<file path="src/rtl/mem_port_arbiter.sv">
// Two-requester arbiter sharing one in-order memory port between instruction fetch and the LSU.
// Optional performance counters are compiled in when MEM_ARB_PERF_EN is defined.
module mem_port_arbiter #(
    parameter int ADDR_W       = 32,
    parameter int DATA_W       = 32,
    parameter int MAX_OUTST    = 4,
    parameter int STARVE_LIMIT = 8
) (
    input  logic                clk,
    input  logic                rst_n,
    input  logic                flush,
    input  logic                if_req_valid,
    output logic                if_req_ready,
    input  logic [ADDR_W-1:0]   if_req_addr,
    output logic                if_rsp_valid,
    output logic [DATA_W-1:0]   if_rsp_rdata,
    input  logic                lsu_req_valid,
    output logic                lsu_req_ready,
    input  logic [ADDR_W-1:0]   lsu_req_addr,
    input  logic                lsu_req_we,
    input  logic [DATA_W-1:0]   lsu_req_wdata,
    input  logic [DATA_W/8-1:0] lsu_req_wstrb,
    output logic                lsu_rsp_valid,
    output logic [DATA_W-1:0]   lsu_rsp_rdata,
    output logic                mem_req_valid,
    input  logic                mem_req_ready,
    output logic [ADDR_W-1:0]   mem_req_addr,
    output logic                mem_req_we,
    output logic [DATA_W-1:0]   mem_req_wdata,
    output logic [DATA_W/8-1:0] mem_req_wstrb,
    input  logic                mem_rsp_valid,
    input  logic [DATA_W-1:0]   mem_rsp_rdata,
    output logic                err_orphan_rsp
`ifdef MEM_ARB_PERF_EN
    ,
    output logic [31:0]         perf_if_grants,
    output logic [31:0]         perf_lsu_grants,
    output logic [31:0]         perf_conflict_cycles
`endif
);

    localparam int STRB_W = DATA_W / 8;
    localparam int PTR_W  = $clog2(MAX_OUTST);
    localparam int CNT_W  = PTR_W + 1;
    localparam int SC_W   = $clog2(STARVE_LIMIT + 1);

    // Tag FIFO: one src bit (1 = IF) and one drop bit per in-flight request
    logic [MAX_OUTST-1:0] r_tag_src;
    logic [MAX_OUTST-1:0] r_tag_drop;
    logic [PTR_W-1:0]     r_wr_ptr;
    logic [PTR_W-1:0]     r_rd_ptr;
    logic [CNT_W-1:0]     r_count;
    logic [SC_W-1:0]      r_starve_cnt;
    logic                 r_force_if;
    logic                 r_err_orphan;

    logic            w_fifo_full;
    logic            w_fifo_empty;
    logic            w_if_elig;
    logic            w_sel_if;
    logic            w_sel_lsu;
    logic            w_req_any;
    logic            w_grant;
    logic            w_if_grant;
    logic            w_lsu_grant;
    logic            w_pop;
    logic            w_head_src;
    logic            w_head_drop;
    logic            w_force_clr;
    logic            w_force_nxt;
    logic [SC_W-1:0] w_starve_nxt;

    assign w_fifo_full  = (r_count == CNT_W'(MAX_OUTST));
    assign w_fifo_empty = (r_count == {CNT_W{1'b0}});

    assign w_if_elig   = if_req_valid & ~flush;
    assign w_sel_if    = w_if_elig & (r_force_if | ~lsu_req_valid);
    assign w_sel_lsu   = lsu_req_valid & ~w_sel_if;
    assign w_req_any   = (w_sel_if | w_sel_lsu) & ~w_fifo_full;
    assign w_grant     = w_req_any & mem_req_ready;
    assign w_if_grant  = w_grant & w_sel_if;
    assign w_lsu_grant = w_grant & w_sel_lsu;

    // A flush in the pop cycle must still suppress a wrong-path fetch response
    assign w_pop       = mem_rsp_valid & ~w_fifo_empty;
    assign w_head_src  = r_tag_src[r_rd_ptr];
    assign w_head_drop = r_tag_drop[r_rd_ptr] | (flush & w_head_src);

    assign mem_req_valid  = rst_n & w_req_any;
    assign if_req_ready   = rst_n & w_if_grant;
    assign lsu_req_ready  = rst_n & w_lsu_grant;
    assign if_rsp_valid   = rst_n & w_pop & w_head_src & ~w_head_drop;
    assign lsu_rsp_valid  = rst_n & w_pop & ~w_head_src & ~w_head_drop;
    assign if_rsp_rdata   = mem_rsp_rdata;
    assign lsu_rsp_rdata  = mem_rsp_rdata;
    assign err_orphan_rsp = r_err_orphan;

    // Request field mux; fetches are always full-width reads
    always_comb begin
        mem_req_addr  = lsu_req_addr;
        mem_req_we    = lsu_req_we;
        mem_req_wdata = lsu_req_wdata;
        mem_req_wstrb = lsu_req_wstrb;
        if (w_sel_if) begin
            mem_req_addr  = if_req_addr;
            mem_req_we    = 1'b0;
            mem_req_wdata = {DATA_W{1'b0}};
            mem_req_wstrb = {STRB_W{1'b0}};
        end else begin
            mem_req_addr  = lsu_req_addr;
            mem_req_we    = lsu_req_we;
            mem_req_wdata = lsu_req_wdata;
            mem_req_wstrb = lsu_req_wstrb;
        end
    end

    // Starvation counter and force flag next-state; force rises as the count reaches the limit
    always_comb begin
        w_starve_nxt = r_starve_cnt;
        w_force_nxt  = r_force_if;
        w_force_clr  = w_if_grant | flush | ~if_req_valid;
        if (~if_req_valid | w_if_grant) begin
            w_starve_nxt = {SC_W{1'b0}};
        end else if (r_starve_cnt != SC_W'(STARVE_LIMIT)) begin
            w_starve_nxt = r_starve_cnt + SC_W'(1);
        end else begin
            w_starve_nxt = r_starve_cnt;
        end
        if (w_force_clr) begin
            w_force_nxt = 1'b0;
        end else if (w_starve_nxt == SC_W'(STARVE_LIMIT)) begin
            w_force_nxt = 1'b1;
        end else begin
            w_force_nxt = r_force_if;
        end
    end

    // Tag FIFO, occupancy and sticky orphan-response flag
    always_ff @(posedge clk or negedge rst_n) begin
        if (!rst_n) begin
            r_tag_src    <= {MAX_OUTST{1'b0}};
            r_tag_drop   <= {MAX_OUTST{1'b0}};
            r_wr_ptr     <= {PTR_W{1'b0}};
            r_rd_ptr     <= {PTR_W{1'b0}};
            r_count      <= {CNT_W{1'b0}};
            r_err_orphan <= 1'b0;
        end else begin
            if (flush) begin
                r_tag_drop <= r_tag_drop | r_tag_src;
            end
            if (w_grant) begin
                r_tag_src[r_wr_ptr]  <= w_sel_if;
                r_tag_drop[r_wr_ptr] <= 1'b0;
                r_wr_ptr             <= r_wr_ptr + PTR_W'(1);
            end
            if (w_pop) begin
                r_rd_ptr <= r_rd_ptr + PTR_W'(1);
            end
            case ({w_grant, w_pop})
                2'b10:   r_count <= r_count + CNT_W'(1);
                2'b01:   r_count <= r_count - CNT_W'(1);
                default: r_count <= r_count;
            endcase
            r_err_orphan <= r_err_orphan | (mem_rsp_valid & w_fifo_empty);
        end
    end

    // Anti-starvation state for the fetch requester
    always_ff @(posedge clk or negedge rst_n) begin
        if (!rst_n) begin
            r_starve_cnt <= {SC_W{1'b0}};
            r_force_if   <= 1'b0;
        end else begin
            r_starve_cnt <= w_starve_nxt;
            r_force_if   <= w_force_nxt;
        end
    end

`ifdef MEM_ARB_PERF_EN
    logic [31:0] r_perf_if;
    logic [31:0] r_perf_lsu;
    logic [31:0] r_perf_conf;

    // Free-running wrap-around performance counters
    always_ff @(posedge clk or negedge rst_n) begin
        if (!rst_n) begin
            r_perf_if   <= 32'd0;
            r_perf_lsu  <= 32'd0;
            r_perf_conf <= 32'd0;
        end else begin
            if (w_if_grant) begin
                r_perf_if <= r_perf_if + 32'd1;
            end
            if (w_lsu_grant) begin
                r_perf_lsu <= r_perf_lsu + 32'd1;
            end
            if (if_req_valid & lsu_req_valid) begin
                r_perf_conf <= r_perf_conf + 32'd1;
            end
        end
    end

    assign perf_if_grants       = r_perf_if;
    assign perf_lsu_grants      = r_perf_lsu;
    assign perf_conflict_cycles = r_perf_conf;
`endif

endmodule

</file>
<file path="config.mk">
export PLATFORM = sky130hd
export DESIGN_NAME = mem_port_arbiter
export DESIGN_NICKNAME = d
export VERILOG_FILES = /design/src/rtl/mem_port_arbiter.sv
export SDC_FILE = /design/constraint.sdc
export NUM_CORES = 1
export LEC_CHECK = 0
export BUFFER_PORTS_ARGS = -buffer_cell sky130_fd_sc_hd__buf_2
export CORE_AREA = 2 2 107 109
export DETAILED_ROUTE_END_ITERATION = 10
export DIE_AREA = 0 0 109 111
export GPL_TIMING_DRIVEN = 0
export HOLD_SLACK_MARGIN = 0.05
export SYNTH_ARGS = -nofsm -noshare
export SYNTH_HDL_FRONTEND = slang
export SYNTH_SLANG_ARGS = --single-unit
export TNS_END_PERCENT = 10
</file>
<file path="constraint.sdc">
create_clock -name clk -period 3.7 [get_ports clk]
set_input_delay 0.555 -clock clk [delete_from_list [all_inputs] [get_ports clk]]
set_output_delay 0.555 -clock clk [all_outputs]
set_load 0.02 [all_outputs]
</file>
==> impl_summary.txt, run 1 <==
----------------------------------------------------
[Route]
  Met2 wire len ... around 4600 µm
  Residual antenna-violating net count after detailed routing ... 0
  Number of vias in the routed layout ... around 2500
  Vias per inst ... between 3 and 4
  Highest routed layer ... met4
  First-pass iteration count of the detailed router ... 4
  Drt wl/cell ... approximately 15 µm
  DR WL met3 ... between 900 and 1000 µm
  Number of remaining DRC errors ... 0
  Detailed-route wire length ... around 9400 µm
  Wire length the detailed router placed on met1 ... approximately 3800 µm
  Detailed router's first-iteration violation count ... about 110

[Pwr]
  IR drop worst, VDD ... roughly 0.33 mV
  Leakage ... roughly 2.1 nW
  Power density over the cells ... around 360 nW/µm²

[Placed design]
  Placed Instance Area ... between 3000 and 4000 µm²
  Worst Setup Slack post-DPL ... between 900 and 1000 ps
  Estimated wirelength of the detail-placed design ... around 8500 µm
  Count of port buffers added during placement ... between 200 and 250
  Placed Cells incl. Taps ... around 630
  Weighted congestion reported at the end of routability-driven placement ... between 0.8 and 0.9

[Setup path]
  Number of cells traversed by the worst register-to-register path ... 10
  Total buffers and inverters traversed by the critical path ... 4
  Highest cell delay on the worst timing path ... around 360 ps
  Launching element type of the critical path ... input port
  Worst setup path class ... in -> out
  Slowest library cell on the worst path ... mux2_1
  Capturing instance or port of the critical path ... mem_req_addr[18]
  Type of destination of the critical path ... primary output
  Critical path data arrival time ... ~2200 ps
  Critical R2R Capture ... r_count[2]
  Instance count on the critical path ... 7
  Largest fanout of any net on the critical path ... 10
  Flop2flop setup slack ... around 1500 ps
  Critical register-to-register path startpoint ... r_count[0]
  Chain of cells forming the critical path ... buf_2 -> nand2b_4 -> nor2_1 -> buf_4 -> buf_4 -> mux2_1 -> buf_2
  First element of the critical path ... flush
  Required time of the critical path ... approximately 3100 ps
  Crit path max-delay family ... buffers and inverters

[Yosys]
  Commonest register cell after synthesis ... dfrtp_1
  Post-synth net total ... between 300 and 400
  Average cell area after synthesis ... between 9 and 10 µm²
  Number of storage elements in the synthesis netlist ... 21
  Yosys top cell area share ... 0.231
  Proportion of synthesized flip-flops having asynchronous set or reset ... 1.00
  Fraction of the yosys area taken by sequential cells ... 0.231
  Number of enable flip-flop cells after synthesis ... 0
  Cells after Synth ... ~250
  Cell accounting for the most synthesized area ... dfrtp_1
  Mapped Area ... about 2300 µm²
  Number of distinct library cell variants in the gate-level netlist after synthesis ... 36
  Commonest cells in the netlist ... buf_4, nor2b_1, dfrtp_1
  Count of synthesis-stage warnings from yosys ... 0
  Top area cells in the synthesized netlist ... dfrtp_1, buf_4, nor2b_1
  Most common cell in the synthesized netlist ... buf_4

[GRT]
  Antenna violations before repair ... 0
  Largest net degree at the start of global routing ... 25
  Total congestion overflow ... 0
  Via count of the first global-routing pass ... approximately 2400
  Total routing usage reported by global routing ... 0.142
  First-pass GRT wire length ... between 10000 and 15000 µm

[Timing]
  Setup repair after global routing missed its margin ... no
  Minimum clock period ... between 2000 and 3000 ps
  FMAX ... between 300 and 400 MHz
  Total Negative Setup Slacks ... 0 ps
  Period utilisation layout ... 0.738
  Hold Fails Final Rpt ... 0
  Layout Skew ... between 6 and 7 ps
  Final setup violation count ... 0
  Worst Max-Slew Pin Slew ... between 500 and 600 ps
  Worst-case setup margin in the final layout ... approximately 970 ps
  Final count of pins violating max slew ... 0
  Remaining max-slew budget at the tightest pin ... 0.630

[Die]
  Num rows ... 39
  Initial standard-cell utilization of the core ... 0.206
  Die area ... 12100 µm²
  Die extent in x ... about 110 µm
  Std-Cell Core Area ... 11100 µm²
  Total I/O pin count ... roughly 280
  Die extent in y ... ~110 µm

[Run]
  Maximum capacitance violations ... 0

[CTS]
  Clk sink count ... 21
  Bufs on Longest Clock Path ... 2
  Post-cts resize count ... 0
  Number of hold buffers added after CTS ... 0
  CTS Root Buffer Type ... clkbuf_16
  Worst-skew pair later-pin latency ... ~250 ps
  Total CTS buffers ... 3
  CTS tree ... done
  Clock transition at path regs ... approximately 60 ps
  Post-CTS repair timing setup buffer count ... 0
  Depth of the CTS H-tree ... 1

[Final layout]
  Final core utilization ... 0.340
  Final standard cell count with taps included and fillers excluded ... between 600 and 700
  Area delta synth->final ... 65.4%
  Total number of nets in the final design ... approximately 640
  Number of antenna cells inserted ... 0
  Total of fill cells in the finished design ... between 1000 and 1500
  Summed area of non-filler cells in the final layout ... around 3800 µm²
  Ratio of cells with drive above 1 in the final layout ... 0.697

[Outcome]
  Run status ... finished, final reports clean

[Min path]
  Worst hold-check path type ... in -> async

----------------------------------------------------
-- final cells by class --
| type | count | area, µm² | area share |
|---|---|---|---|
| Timing Repair Buffer | 246 | 1230 | 0.327 |
| Multi-Input combinational cell | 139 | 1170 | 0.310 |
| Buffer | 73 | 538 | 0.143 |
| Sequential cell | 21 | 526 | 0.140 |
| Tap cell | 143 | 179 | 0.0475 |
| Clock buffer | 4 | 78.8 | 0.0209 |
| Inverter | 12 | 45.0 | 0.0120 |
-- through the flow --
step           hold WS [ps]  power, mW
3_3_place_gp            442       1.11
4_1_cts                 294       1.36
6_report                280       1.35
2_1_floorplan           259      0.879
3_5_place_dp            447       1.12
5_1_grt                 308       1.44
-- worst min path at each step --
stage	slack, ps	start	end	depth (start not counted)
after floorplan	260	rst_n	err_orphan_rsp	0
after global placement	440	err_orphan_rsp	err_orphan_rsp	1
after detailed placement	450	err_orphan_rsp	err_orphan_rsp	1
after CTS	290	rst_n	r_tag_src[1]	1
after global routing	310	rst_n	r_tag_src[1]	1
final	280	rst_n	r_tag_src[2]	1
-- cell usage in the layout, fill, tap and decap left out --
cell type,synthesis,final
nor4bb_1,1,1
mux2_2,16,16
nand2_1,7,7
xor2_1,4,4
buf_4,67,67
nand2b_1,1,1
nor3b_2,1,1
inv_1,11,11
nand3b_1,2,2
a211oi_1,3,3
xnor2_1,3,3
nor2b_1,40,40
o41ai_2,1,1
buf_2,4,250
nor4_1,2,2
mux2_4,1,1
ha_1,7,7
clkbuf_16,0,3
nand2b_4,1,1
inv_2,1,1
nor2_1,7,7
nor3b_1,1,1
clkbuf_1,1,2
o21ai_0,1,1
and3_1,2,2
nor3_1,2,2
mux4_2,2,2
fa_1,1,1
a21o_1,1,1
dfrtp_1,21,21
a211oi_4,1,1
buf_6,1,1
nand3_1,1,1
mux2_1,19,19
a21oi_1,9,9
mux2i_1,1,1
o221a_1,1,1
-- cell families (layout without fill, tap and decap cells) --
| family | count (synthesis) | after routing | synth area share |
|---|---|---|---|
| fa+ha+maj | 8 | 8 | 0.0473 |
| simple gates | 68 | 68 | 0.179 |
| flops | 21 | 21 | 0.231 |
| buf+inv | 85 | 335 | 0.256 |
| mux | 39 | 39 | 0.204 |
| compound gates | 17 | 17 | 0.0560 |
| xor+xnor | 7 | 7 | 0.0269 |
-- registers in the layout, summed over array words and instances, names as in the netlist --
signal / flops
r_force_if: 1
r_rd_ptr: 2
r_tag_drop: 4
r_starve_cnt: 4
r_count: 3
r_tag_src: 4
err_orphan_rsp: 1
r_wr_ptr: 2
-- report_power, final --
group	switching, mW	internal [mW]	leakage, nW
registers	0.0797	0.322	0.262
clock network	0.0807	0.147	0.0382
logic	0.375	0.342	1.83
total	0.535	0.811	2.13
-- layer usage --
metal / track usage / up-vias
met4: 0.0162 / 0
met5: 0 / -
met2: 0.251 / 129
li1: - / 1240
met1: 0.177 / 1170
met3: 0.0359 / 10
Note: power is estimated with default switching activity, not from simulation.
==> inputs of run 2 (changes only) <==
Settings changed: CORE_AREA 2 2 107 109 to 2 2 109 111, DIE_AREA 0 0 109 111 to 0 0 111 113.
Clock period 3.7 ns to 2.74 ns, I/O delays scaled along.
==> run 2 against run 1 <==
Die area increased by 3.7%. Non-clock buffer count unchanged. Clock power increased by 34%. Sequential share of layout area unchanged. Wire length decreased by 7.9%. Register-to-register slack got worse by 1000 ps. Final cell count unchanged.
==> impl_summary.txt, run 2 (synthesis gave the netlist of run 1 again) <==
----------------------------------------------------
[Die]
  Die extent in x ... 111 µm (+1.8%)
  Total I/O pin count ... 279 (unchanged)
  Initial standard-cell utilization of the core ... 0.202 (-0.00356)
  Std-Cell Core Area ... 11300 µm² (+1.8%)
  Die extent in y ... 113 µm (+1.8%)
  Num rows ... 39 (unchanged)
  Die area ... 12500 µm² (+3.7%)

[GRT]
  Largest net degree at the start of global routing ... 25 (unchanged)
  Total routing usage reported by global routing ... 0.128 (-0.0139)
  Antenna violations before repair ... 0 (unchanged)
  Met3 capacity usage during global routing ... 0.0289 (-0.00694)
  Global Route met2 Usage ... 0.229 (-0.0223)
  Via count of the first global-routing pass ... 2534 (+3.9%)
  Met1 Resource Use GR ... 0.163 (-0.0143)
  Total congestion overflow ... 0 (unchanged)
  First-pass GRT wire length ... 13200 µm (+0.32%)
  Layer carrying the most global-route usage ... met2

[Timing]
  Remaining max-slew budget at the tightest pin ... 0.642 (+0.0120)
  Hold Fails Final Rpt ... 0 (unchanged)
  Period utilisation layout ... 0.880
  Worst-case setup margin in the final layout ... 330 ps (-639 ps)
  FMAX ... just over 400 MHz
  Total Negative Setup Slacks ... 0 ps (unchanged)
  Final count of pins violating max slew ... 0 (unchanged)
  Worst Max-Slew Pin Slew ... 531 ps (-17.7 ps)
  Final setup violation count ... 0 (unchanged)
  Minimum clock period ... 2410 ps
  Worst-case hold slack ... 132 ps (-148 ps)
  Setup repair after global routing missed its margin ... no
  Layout Skew ... 1.88 ps (-4.88 ps)

[Placed design]
  Estimated wirelength of the detail-placed design ... 7530 µm (-11%)
  Count of port buffers added during placement ... 246 (unchanged)
  Weighted congestion reported at the end of routability-driven placement ... 0.816 (-0.73%)
  Placed Instance Area ... 3690 µm² (unchanged)
  Worst Setup Slack post-DPL ... 280 ps (-625 ps)

[Route]
  Detailed-route wire length ... 8690 µm (-7.9%)
  Residual antenna-violating net count after detailed routing ... 0 (unchanged)
  First-pass iteration count of the detailed router ... 4 (unchanged)
  Vias per inst ... 3.94 (-1.3%)
  Number of vias in the routed layout ... 2516 (-1.3%)
  Drt wl/cell ... 13.6 µm (-7.9%)
  Number of remaining DRC errors ... 0 (unchanged)
  Detailed router's first-iteration violation count ... 89 (-15%)

[Final layout]
  Number of antenna cells inserted ... 0 (unchanged)
  Total of fill cells in the finished design ... 1194 (+3.3%)
  Leading cell type in the layout, fill and taps excluded ... buf_2
  Largest registers in the final layout ... r_starve_cnt x4, r_tag_drop x4, r_tag_src x4
  Most used cells in the layout excluding fill and tap cells ... buf_2, buf_4, nor2b_1
  Area delta synth->final ... 65.4% (unchanged)
  Total number of nets in the final design ... 644 (unchanged)
  Final core utilization ... 0.334 (-0.00589)
  Register area ... 526 µm² (unchanged)
  Summed area of non-filler cells in the final layout ... 3770 µm² (unchanged)
  Ratio of cells with drive above 1 in the final layout ... 0.697 (unchanged)
  Multi-input combinational cell area ... 1170 µm² (unchanged)

[Pwr]
  Leakage ... 2.13 nW (unchanged)
  IR drop worst, VDD ... 0.486 mV (+46%)
  Clock share of power ... 0.169 (about the same)
  Reported net switching power ... 0.710 mW (+33%)
  Sequential group share of total power ... 0.301 (+0.002)
  Power density over the cells ... 479 nW/µm² (+34%)
  Cell internal power dissipation ... 1.09 mW (+35%)
  Combinational fraction of design power ... 0.530 (-0.002)
  Switching portion of total power ... 0.394 (-0.00377)

[CTS]
  CTS Root Buffer Type ... clkbuf_16
  Total CTS buffers ... 3 (unchanged)
  CTS tree ... done
  Clock transition at path regs ... 60 ps (about the same)
  Bufs on Longest Clock Path ... 2 (unchanged)
  Clk sink count ... 21 (unchanged)
  Number of hold buffers added after CTS ... 0 (unchanged)
  Post-CTS repair timing setup buffer count ... 0 (unchanged)
  Depth of the CTS H-tree ... 1 (unchanged)
  Post-cts resize count ... 0 (unchanged)
  Worst-skew pair later-pin latency ... 250 ps (about the same)

[Setup path]
  Type of destination of the critical path ... primary output
  Number of cells traversed by the worst register-to-register path ... 10 (unchanged)
  Largest fanout of any net on the critical path ... 10 (unchanged)
  Critical register-to-register path startpoint ... r_count[0]
  Launching element type of the critical path ... input port
  Worst setup path class ... in -> out
  Required time of the critical path ... 2330 ps (-810 ps)
  Critical R2R Capture ... r_count[2]
  Flop2flop setup slack ... 480 ps (-1000 ps)
  Critical path data arrival time ... 2000 ps (-180 ps)

[Min path]
  Worst hold-check path type ... in -> async

[Run]
  Maximum capacitance violations ... 0 (unchanged)

[Outcome]
  Run status ... finished, final reports clean

----------------------------------------------------
[run 2: cell counts in the layout (fill, tap and decap cells not counted)]
No cell type changed its count.
[run 2: through the flow]
stage / std cells / power [mW]
2_1_floorplan: 245 / 1.19
3_3_place_gp: 634 / 1.48
3_5_place_dp: 634 / 1.50
4_1_cts: 638 / 1.83
5_1_grt: 638 / 1.94
6_report: 638 / 1.80
[run 2: layout make-up]
class | instances | share of cell area
plain buffers | 73 | 0.143
flip-flops and latches | 21 | 0.140
inverters | 12 | 0.0120
clock buffers | 4 | 0.0209
repair buffers | 246 | 0.327
multi-input cells | 139 | 0.310
well taps | 143 | 0.0475
[run 2: power by group through the flow]
stage | clock network (mW) | logic, mW | registers (mW)
4_1_cts | 0.313 | 0.969 | 0.543
6_report | 0.305 | 0.956 | 0.543
5_1_grt | 0.321 | 1.06 | 0.561
3_3_place_gp | 0 | 0.939 | 0.540
3_5_place_dp | 0 | 0.958 | 0.545
2_1_floorplan | 0 | 0.660 | 0.526
[run 2: worst max-delay path by stage]
stage | startpoint | end | slack [ps]
floorplan | flush | lsu_req_ready | 650
global placement | flush | mem_req_addr[23] | 300
detailed placement | flush | mem_req_addr[23] | 280
CTS | flush | mem_req_addr[23] | 280
global route | flush | mem_req_addr[21] | 200
finish | flush | mem_req_addr[23] | 330
[run 2: layer usage]
layer	vias up	part of all wire
li1	1245	-
met1	1155	0.41
met2	108	0.51
met3	8	0.078
met4	0	0.0079
met5	-	0
[run 2: worst max-delay path: stages]
cell	delay (ps)
buf_2	150
nand2b_4	180
nor2_1	250
buf_4	260
buf_4	210
mux2_1	360
buf_2	170
